===== config.mk =====
export PLATFORM = sky130hd
export DESIGN_NAME = pc_sequencer
export DESIGN_NICKNAME = d
export VERILOG_FILES = /design/src/rtl/pc_sequencer.sv
export SDC_FILE = /design/constraint.sdc
export NUM_CORES = 1
export LEC_CHECK = 0
export CORE_ASPECT_RATIO = 1.1
export CORE_MARGIN = 2
export CORE_UTILIZATION = 44
export CTS_CLUSTER_DIAMETER = 100
export CTS_CLUSTER_SIZE = 12
export DETAILED_ROUTE_END_ITERATION = 8
export PLACE_DENSITY = 0.72
export SETUP_SLACK_MARGIN = 0.1
export SLEW_MARGIN = 10
export SYNTH_ARGS = -nofsm -noshare
export SYNTH_HDL_FRONTEND = slang
export SYNTH_SLANG_ARGS = --single-unit

===== constraint.sdc =====
create_clock -name CLOCK -period 2.6 [get_ports CLOCK]
set_clock_uncertainty 0.05 [all_clocks]
set_input_delay 0.26 -clock CLOCK [delete_from_list [all_inputs] [get_ports CLOCK]]
set_output_delay 0.26 -clock CLOCK [all_outputs]
set_load 0.01 [all_outputs]

===== src/rtl/pc_sequencer.sv =====
// Program-counter sequencer: boot, sequential fetch, stalls and flushing branch redirects.
// Optional trap entry is compiled in when PC_SEQ_TRAP_EN is defined.
module pc_sequencer #(
    parameter logic [31:0] RESET_VECTOR = 32'h0000_0000,
    parameter logic [31:0] TRAP_VECTOR  = 32'h0000_0100
) (
    input  logic        CLOCK,
    input  logic        RESET,
    input  logic        IMEM_BUSYWAIT,
    input  logic        DMEM_BUSYWAIT,
    input  logic        HAZARD_STALL,
    input  logic        BRANCH_TAKEN,
    input  logic [31:0] BRANCH_TARGET,
`ifdef PC_SEQ_TRAP_EN
    input  logic        TRAP,
`endif
    output logic [31:0] PC,
    output logic [31:0] PC_PLUS4,
    output logic        IMEM_READ,
    output logic        FLUSH
);

`ifdef PC_SEQ_TRAP_EN
    typedef enum logic [1:0] {StBoot, StRun, StRedirect, StTrapping} state_e;
`else
    typedef enum logic [1:0] {StBoot, StRun, StRedirect} state_e;
`endif

    state_e      state_q, state_d;
    logic [31:0] pc_q, pc_d;
    logic [31:0] pending_q, pending_d;
    logic        imem_read_q;
    logic [1:0]  rst_sync_q;
    logic        run_en;
    logic        memwait;
    logic        stall;
    logic        trap_req;
    logic        flush;
    logic [31:0] target_aligned;

    assign run_en         = rst_sync_q[1];
    assign memwait        = IMEM_BUSYWAIT | DMEM_BUSYWAIT;
    assign stall          = memwait | HAZARD_STALL;
    assign target_aligned = {BRANCH_TARGET[31:2], 2'b00};

`ifdef PC_SEQ_TRAP_EN
    assign trap_req = TRAP;
`else
    assign trap_req = 1'b0;
`endif

    always_comb begin
        state_d   = state_q;
        pc_d      = pc_q;
        pending_d = pending_q;
        flush     = 1'b0;
        unique case (state_q)
            StBoot: begin
                if (run_en) begin
                    state_d = StRun;
                end
            end
            StRun: begin
                if (trap_req) begin
                    if (!memwait) begin
                        flush = 1'b1;
                        pc_d  = TRAP_VECTOR;
                    end else begin
`ifdef PC_SEQ_TRAP_EN
                        state_d = StTrapping;
`endif
                    end
                end else if (BRANCH_TAKEN) begin
                    if (!memwait) begin
                        flush = 1'b1;
                        pc_d  = target_aligned;
                    end else begin
                        pending_d = target_aligned;
                        state_d   = StRedirect;
                    end
                end else if (!stall) begin
                    pc_d = PC_PLUS4;
                end
            end
            // The stalled branch is still in EX, so BRANCH_TAKEN is ignored here.
            StRedirect: begin
                if (trap_req) begin
                    if (!memwait) begin
                        flush   = 1'b1;
                        pc_d    = TRAP_VECTOR;
                        state_d = StRun;
                    end else begin
`ifdef PC_SEQ_TRAP_EN
                        state_d = StTrapping;
`endif
                    end
                end else if (!memwait) begin
                    flush   = 1'b1;
                    pc_d    = pending_q;
                    state_d = StRun;
                end
            end
`ifdef PC_SEQ_TRAP_EN
            StTrapping: begin
                if (!memwait) begin
                    flush   = 1'b1;
                    pc_d    = TRAP_VECTOR;
                    state_d = StRun;
                end
            end
`endif
            default: begin
                state_d = StBoot;
            end
        endcase
    end

    always_ff @(posedge CLOCK or negedge RESET) begin
        if (!RESET) begin
            rst_sync_q  <= 2'b00;
            state_q     <= StBoot;
            pc_q        <= RESET_VECTOR;
            pending_q   <= 32'h0000_0000;
            imem_read_q <= 1'b0;
        end else begin
            rst_sync_q  <= {rst_sync_q[0], 1'b1};
            state_q     <= state_d;
            pc_q        <= pc_d;
            pending_q   <= pending_d;
            imem_read_q <= (state_d != StBoot);
        end
    end

    assign PC        = pc_q;
    assign PC_PLUS4  = pc_q + 32'd4;
    assign IMEM_READ = imem_read_q;
    assign FLUSH     = flush;

endmodule


==> metrics, run 1 <==
clk sinks=65; Slew Limit Fails=0; Max-cap violations=0; # diodes=0; remaining antenna violation count=0; sequential cell area fraction in the yosys report=38.8%; CTS tree=built; Cell Area, Synth=approximately 4200 µm²; First-pass DRT Iterations=6; critical setup path kind=reg -> out; R2R depth=7; vias in the first global route=roughly 4,200; status=complete, no violations; nature of the critical path endpoint=output pin; r2r setup slk=roughly 0.33 ns; Hold WC Path Type=in -> async; H-tree Lvls=3; die area=between 10,000 and 15,000 µm²; Detailed Place HPWL=8.61 mm; EDFF count, synth=0; Worst IR Drop VDD=approximately 0.00056 V; worst slew pin tran=0.872 ns; Worst R2R Start=state_q[0]; max_slew headroom=about two fifths; post-layout net count=624; Pwr Total=approximately 6 mW; gr ovfl total=0; first-pass GRT wire length=20.3 mm; Root Driver=clkbuf_8; minimum clock period=between 2 and 3 ns; Starting Density=between 40% and 50%; Avg WL per Cell=around 18 µm; Overall Global Routing Usage=24.4%; I/O Pins=104; initial antenna violation count=0; syn avg cell area=9.35 µm²; FF-to-FF End=PC[24]; DIE HEIGHT=between 100 and 150 µm; number of synthesis warnings=0; clock slew at reported path FFs=about 0.070 ns; setup ws final=roughly 0.081 ns; area added between synthesis and finish=42.5%; PwrDens=between 1000 and 1500 nW/µm²; DRC errors left=0; largest net degree at the start of global routing=between 60 and 70; Iteration-0 DRC Markers=approximately 280; Async SR Flop Fraction=100%; Worst-Skew Late Latency=roughly 0.34 ns; post-synth cell types=a little under 60; crit path DAT=roughly 2.2 ns; TNS Setup=0 ns; fraction of final layout cells sized beyond drive strength 1=around a quarter; Leak=around 2.6 nW; worst-path fanout max=2; cells after synthesis=between 400 and 500; via/cell ratio=~6.0; Num CTS Buffers=9; Post-synth top flop=dfrtp_1; Die Wd=just under 100 µm; Placer Congestion=approximately 0.9; PortBufs=97; routed via count=approximately 4,200; number of hold buffers added after CTS=0; final setup vio count=0; Core Region=9310 µm²; Cell Rows=37; Startpoint Class=register; unrepaired setup endpoints after global routing=true; Placement Setup Slack=~0.087 ns; required time of the critical path=between 2 and 2.5 ns; highest clock rate=approximately 400 MHz; Final Hold Vio Count=0; final wirelength=12.8 mm; Max clock buf depth=2; FF+latch count, synth=65; period utilisation layout=96.9%
==> layer usage <==
metal	wire length, µm	vias to the layer above	global-route usage [%]
met5	0	-	0
met4	309	0	9.86
met3	786	24	4.01
met1	5260	2068	30.2
li1	-	1914	-
met2	6460	185	42.5
==> worst max-delay path by stage <==
stage	end	depth (start not counted)	from
after floorplan	PC_PLUS4[24]	6	PC[2]
after global placement	PC_PLUS4[24]	6	PC[2]
final	PC_PLUS4[26]	7	PC[3]
after CTS	PC_PLUS4[26]	7	PC[3]
after detailed placement	PC_PLUS4[26]	6	PC[3]
after global routing	PC_PLUS4[26]	7	PC[3]
==> cells in the mapped netlist (all sizes together), types with 13 or more instances <==
master / instances / share of area [%]
xnor2: 16 / 3.3
nand4: 15 / 2.6
o22a: 13 / 2.7
and3: 15 / 2.2
a21oi: 30 / 3.6
nor2: 22 / 2.0
clkbuf: 23 / 2.1
a211oi: 16 / 3.1
mux2: 25 / 6.7
o21ai: 19 / 2.3
buf: 25 / 3.2
nand2: 24 / 2.2
mux2i: 14 / 3.3
nand3: 13 / 1.6
dfrtp: 65 / 39
==> cells by family (layout without fill, tap and decap cells) <==
kind of cell	count (synthesis)	after routing	share of synthesized area (%)
adder cells (fa/ha/maj)	5	5	1.49
flip-flops	65	65	38.8
AO/OA/AOI/OAI	121	121	20.0
AND/OR/NAND/NOR	130	130	17.4
other	2	5	0.179
buffers and inverters	58	192	6.18
multiplexers	39	39	10.1
XOR/XNOR	28	28	5.85
==> power by group <==
group          leakage (nW)  internal, mW  total [mW]  switching (mW)
combinational          1.74          1.73        3.28            1.56
sequential            0.795          1.46        1.85           0.385
clock                 0.102         0.487       0.881           0.394
total                  2.64          3.68        6.01            2.34
==> what timing repair did <==
action                                  CTS  global route
gates cloned                              1             0
resized for setup                        56            31
buffers inserted                         12            11
endpoints found under the setup margin   23            18
pin swaps                                 6             9
==> cell usage in the layout (no fill, tap or decap), types with 14 or more instances in the layout <==
cell type / netlist / routed
a211oi_1: 14 / 14
a21oi_1: 30 / 30
mux2_2: 25 / 25
o21ai_0: 19 / 19
dfrtp_1: 65 / 63
nor2_1: 22 / 19
mux2i_1: 14 / 14
clkdlybuf4s50_1: 0 / 73
nand4_1: 14 / 14
nand2_1: 24 / 24
buf_4: 6 / 58
==> metrics by stage <==
stage | hold WS, ns | cells | area, µm² | utilization [%]
2_1_floorplan | -0.0856 | 451 | 4200 | -
3_3_place_gp | 0.281 | 663 | 5470 | 58.8
3_5_place_dp | 0.291 | 663 | 5470 | 58.8
4_1_cts | 0.0910 | 691 | 5820 | 62.5
5_1_grt | 0.119 | 702 | 5970 | 64.1
6_report | 0.0477 | 702 | 5970 | 64.1
==> layout make-up <==
cell class,instances,area (µm²)
Fill cell,769,3340
Clock inverter,3,40.0
Timing Repair Buffer,167,1510
Sequential cell,65,1630
Inverter,10,37.5
Tap cell,117,146
Clock buffer,12,155
Multi-Input combinational cell,328,2450
==> worst max-delay path, cell delays in order, from the launching register on <==
cell	delay, ns
dfrtp_1	0.36
ha_2	0.18
nand4_1	0.16
or4_4	0.48
buf_6	0.15
nor3_4	0.19
xor2_1	0.18
clkbuf_2	0.15
==> flip-flops by register name, summed over array words and instances (netlist names) <==
signal      count
pending_q      30
PC             30
IMEM_READ       1
rst_sync_q      2
state_q         2
No activity file was read; power rests on OpenSTA's default activity.
==> inputs of run 2 (changes only) <==
--- a/config.mk
+++ b/config.mk
@@ -5,13 +5,14 @@
 export SDC_FILE = /design/constraint.sdc
 export NUM_CORES = 1
 export LEC_CHECK = 0
+export CAP_MARGIN = 20
 export CORE_ASPECT_RATIO = 1.1
 export CORE_MARGIN = 2
 export CORE_UTILIZATION = 44
 export CTS_CLUSTER_DIAMETER = 100
 export CTS_CLUSTER_SIZE = 12
 export DETAILED_ROUTE_END_ITERATION = 8
-export PLACE_DENSITY = 0.72
+export PLACE_DENSITY = 0.73
 export SETUP_SLACK_MARGIN = 0.1
 export SLEW_MARGIN = 10
 export SYNTH_ARGS = -nofsm -noshare
==> run 2 against run 1 <==
Effect of this change:
- clock-buffer cell count increased by 1
- non-clock buffer count shrank 6
- hold slack worse by 0.020 ns
- critical path depth stayed put
- core utilization shrank 1.5 points
- flip-flop and latch count is the same
- critical endpoint is now PC_PLUS4[24]
- largest power group unchanged
==> metrics, run 2 (synthesized netlist as in run 1, its figures left out) <==
status=complete, no violations; unrepaired setup endpoints after global routing=true; routed via count=around 4,200; Num CTS Buffers=9; fraction of final layout cells sized beyond drive strength 1=between 20% and 30%; Cell Rows=37; # diodes=0; Max clock buf depth=2; initial antenna violation count=0; via/cell ratio=6.00; Finished Core Util=between 60% and 70%; DP Cell Count=between 600 and 700; gr ovfl total=0; highest clock rate=400 MHz; Slew Limit Fails=0; period utilisation layout=96.2%; PwrDens=around 1000 nW/µm²; met3 wire len=approximately 850 µm; TNS Setup=0 ns; CTS tree=built; worst slew pin tran=roughly 0.86 ns; nature of the critical path endpoint=output pin; required time of the critical path=between 2 and 2.5 ns; post-layout net count=about 620; Leak=between 2 and 3 nW; first-pass GRT wire length=slightly above 20 mm; Starting Density=between 40% and 50%; remaining antenna violation count=0; area added between synthesis and finish=39.2%; commonest non-fill, non-tap cell in the layout=clkdlybuf4s50_1; final wirelength=12.8 mm; I/O Pins=around 100; crit path DAT=roughly 2.2 ns; WL met2=around 6.4 mm; Core Region=9310 µm²; vias in the first global route=4,155; largest net degree at the start of global routing=66; final setup vio count=0; clock slew at reported path FFs=~0.07 ns; H-tree Lvls=3; Root Driver=clkbuf_8; Placement Setup Slack=about 0.11 ns; Filler cells=about 780; setup ws final=~0.099 ns; top sig layer=met4; Iteration-0 DRC Markers=266; Worst IR Drop VDD=0.000600 V; PortBufs=97; Max-cap violations=0; Worst-Skew Late Latency=0.35 ns; Non-Filler Instances=approximately 700; DIE HEIGHT=106 µm; max_slew headroom=between 40 and 50%; First-pass DRT Iterations=5; die area=10,300 µm²; Hold WC Path Type=in -> async; worst-path fanout max=4; met1 wire length=between 5 and 6 mm; Detailed Place HPWL=around 8.7 mm; Startpoint Class=register; most frequent cells in the layout=73 x clkdlybuf4s50_1, 61 x dfrtp_1, 60 x buf_4, 30 x a21oi_1, 25 x mux2_2; Placer Congestion=between 0.9 and 1; DRC errors left=0; Final Hold Vio Count=0; number of hold buffers added after CTS=0; Avg WL per Cell=18.4 µm; minimum clock period=approximately 2.5 ns; Overall Global Routing Usage=~24%; Die Wd=97.0 µm; critical setup path kind=reg -> out; clk sinks=between 60 and 70
[run 2: report_power, final]
| part | internal [mW] | leakage, nW | total, mW | switching (mW) |
|---|---|---|---|---|
| clock | 0.467 | 0.0974 | 0.864 | 0.396 |
| sequential | 1.47 | 0.792 | 1.86 | 0.394 |
| combinational | 1.64 | 1.66 | 3.17 | 1.53 |
[run 2: area by class of cell]
class                   count  area [µm²]  share of cell area (%)
flip-flops and latches     65        1630                    28.0
inverters                  10        37.5                   0.644
well taps                 117         146                    2.51
clock inverters             3        40.0                   0.687
repair buffers            161        1430                    24.5
clock buffers              13         149                    2.55
multi-input cells         328        2400                    41.2
[run 2: worst paths after layout]
kind                                    start            end  slack [ns]  cells after the start
worst min-delay path                    RESET         PC[28]        0.03                      2
worst min register to register  rst_sync_q[0]  rst_sync_q[1]        0.30                      0
worst max-delay path                    PC[3]   PC_PLUS4[24]         0.1                      7
min in group CLOCK              rst_sync_q[0]  rst_sync_q[1]        0.30                      0
worst max register to register     state_q[0]         PC[15]        0.39                      8
max in group asynchronous               RESET         PC[16]        1.83                      2
[run 2: worst max-delay path, stage by stage (launching register included)]
cell	delay [ns]
dfrtp_1	0.36
ha_1	0.16
nand4_1	0.15
or4_4	0.52
buf_4	0.18
nor3_4	0.18
xor2_1	0.15
buf_2	0.14
[run 2: timing repair]
action	CTS	global route
endpoints found under the setup margin	24	17
setup buffers	11	5
pin swaps	1	3
gates resized for setup	44	23
gates cloned	1	0
[run 2: metrics by stage]
step	hold slack, ns	area (µm²)	power, mW
finish	0.0278	5830	5.90
global route	0.109	5830	6.23
CTS	0.0772	5800	5.87
detailed placement	0.287	5470	5.02
global placement	0.281	5470	4.93
floorplan	-0.0856	4200	3.48
[run 2: routing by layer]
metal	GRT usage [%]	vias to the layer above
met5	0	-
met3	4.87	21
li1	-	1913
met1	30.2	2050
met4	6.84	0
met2	43.0	201
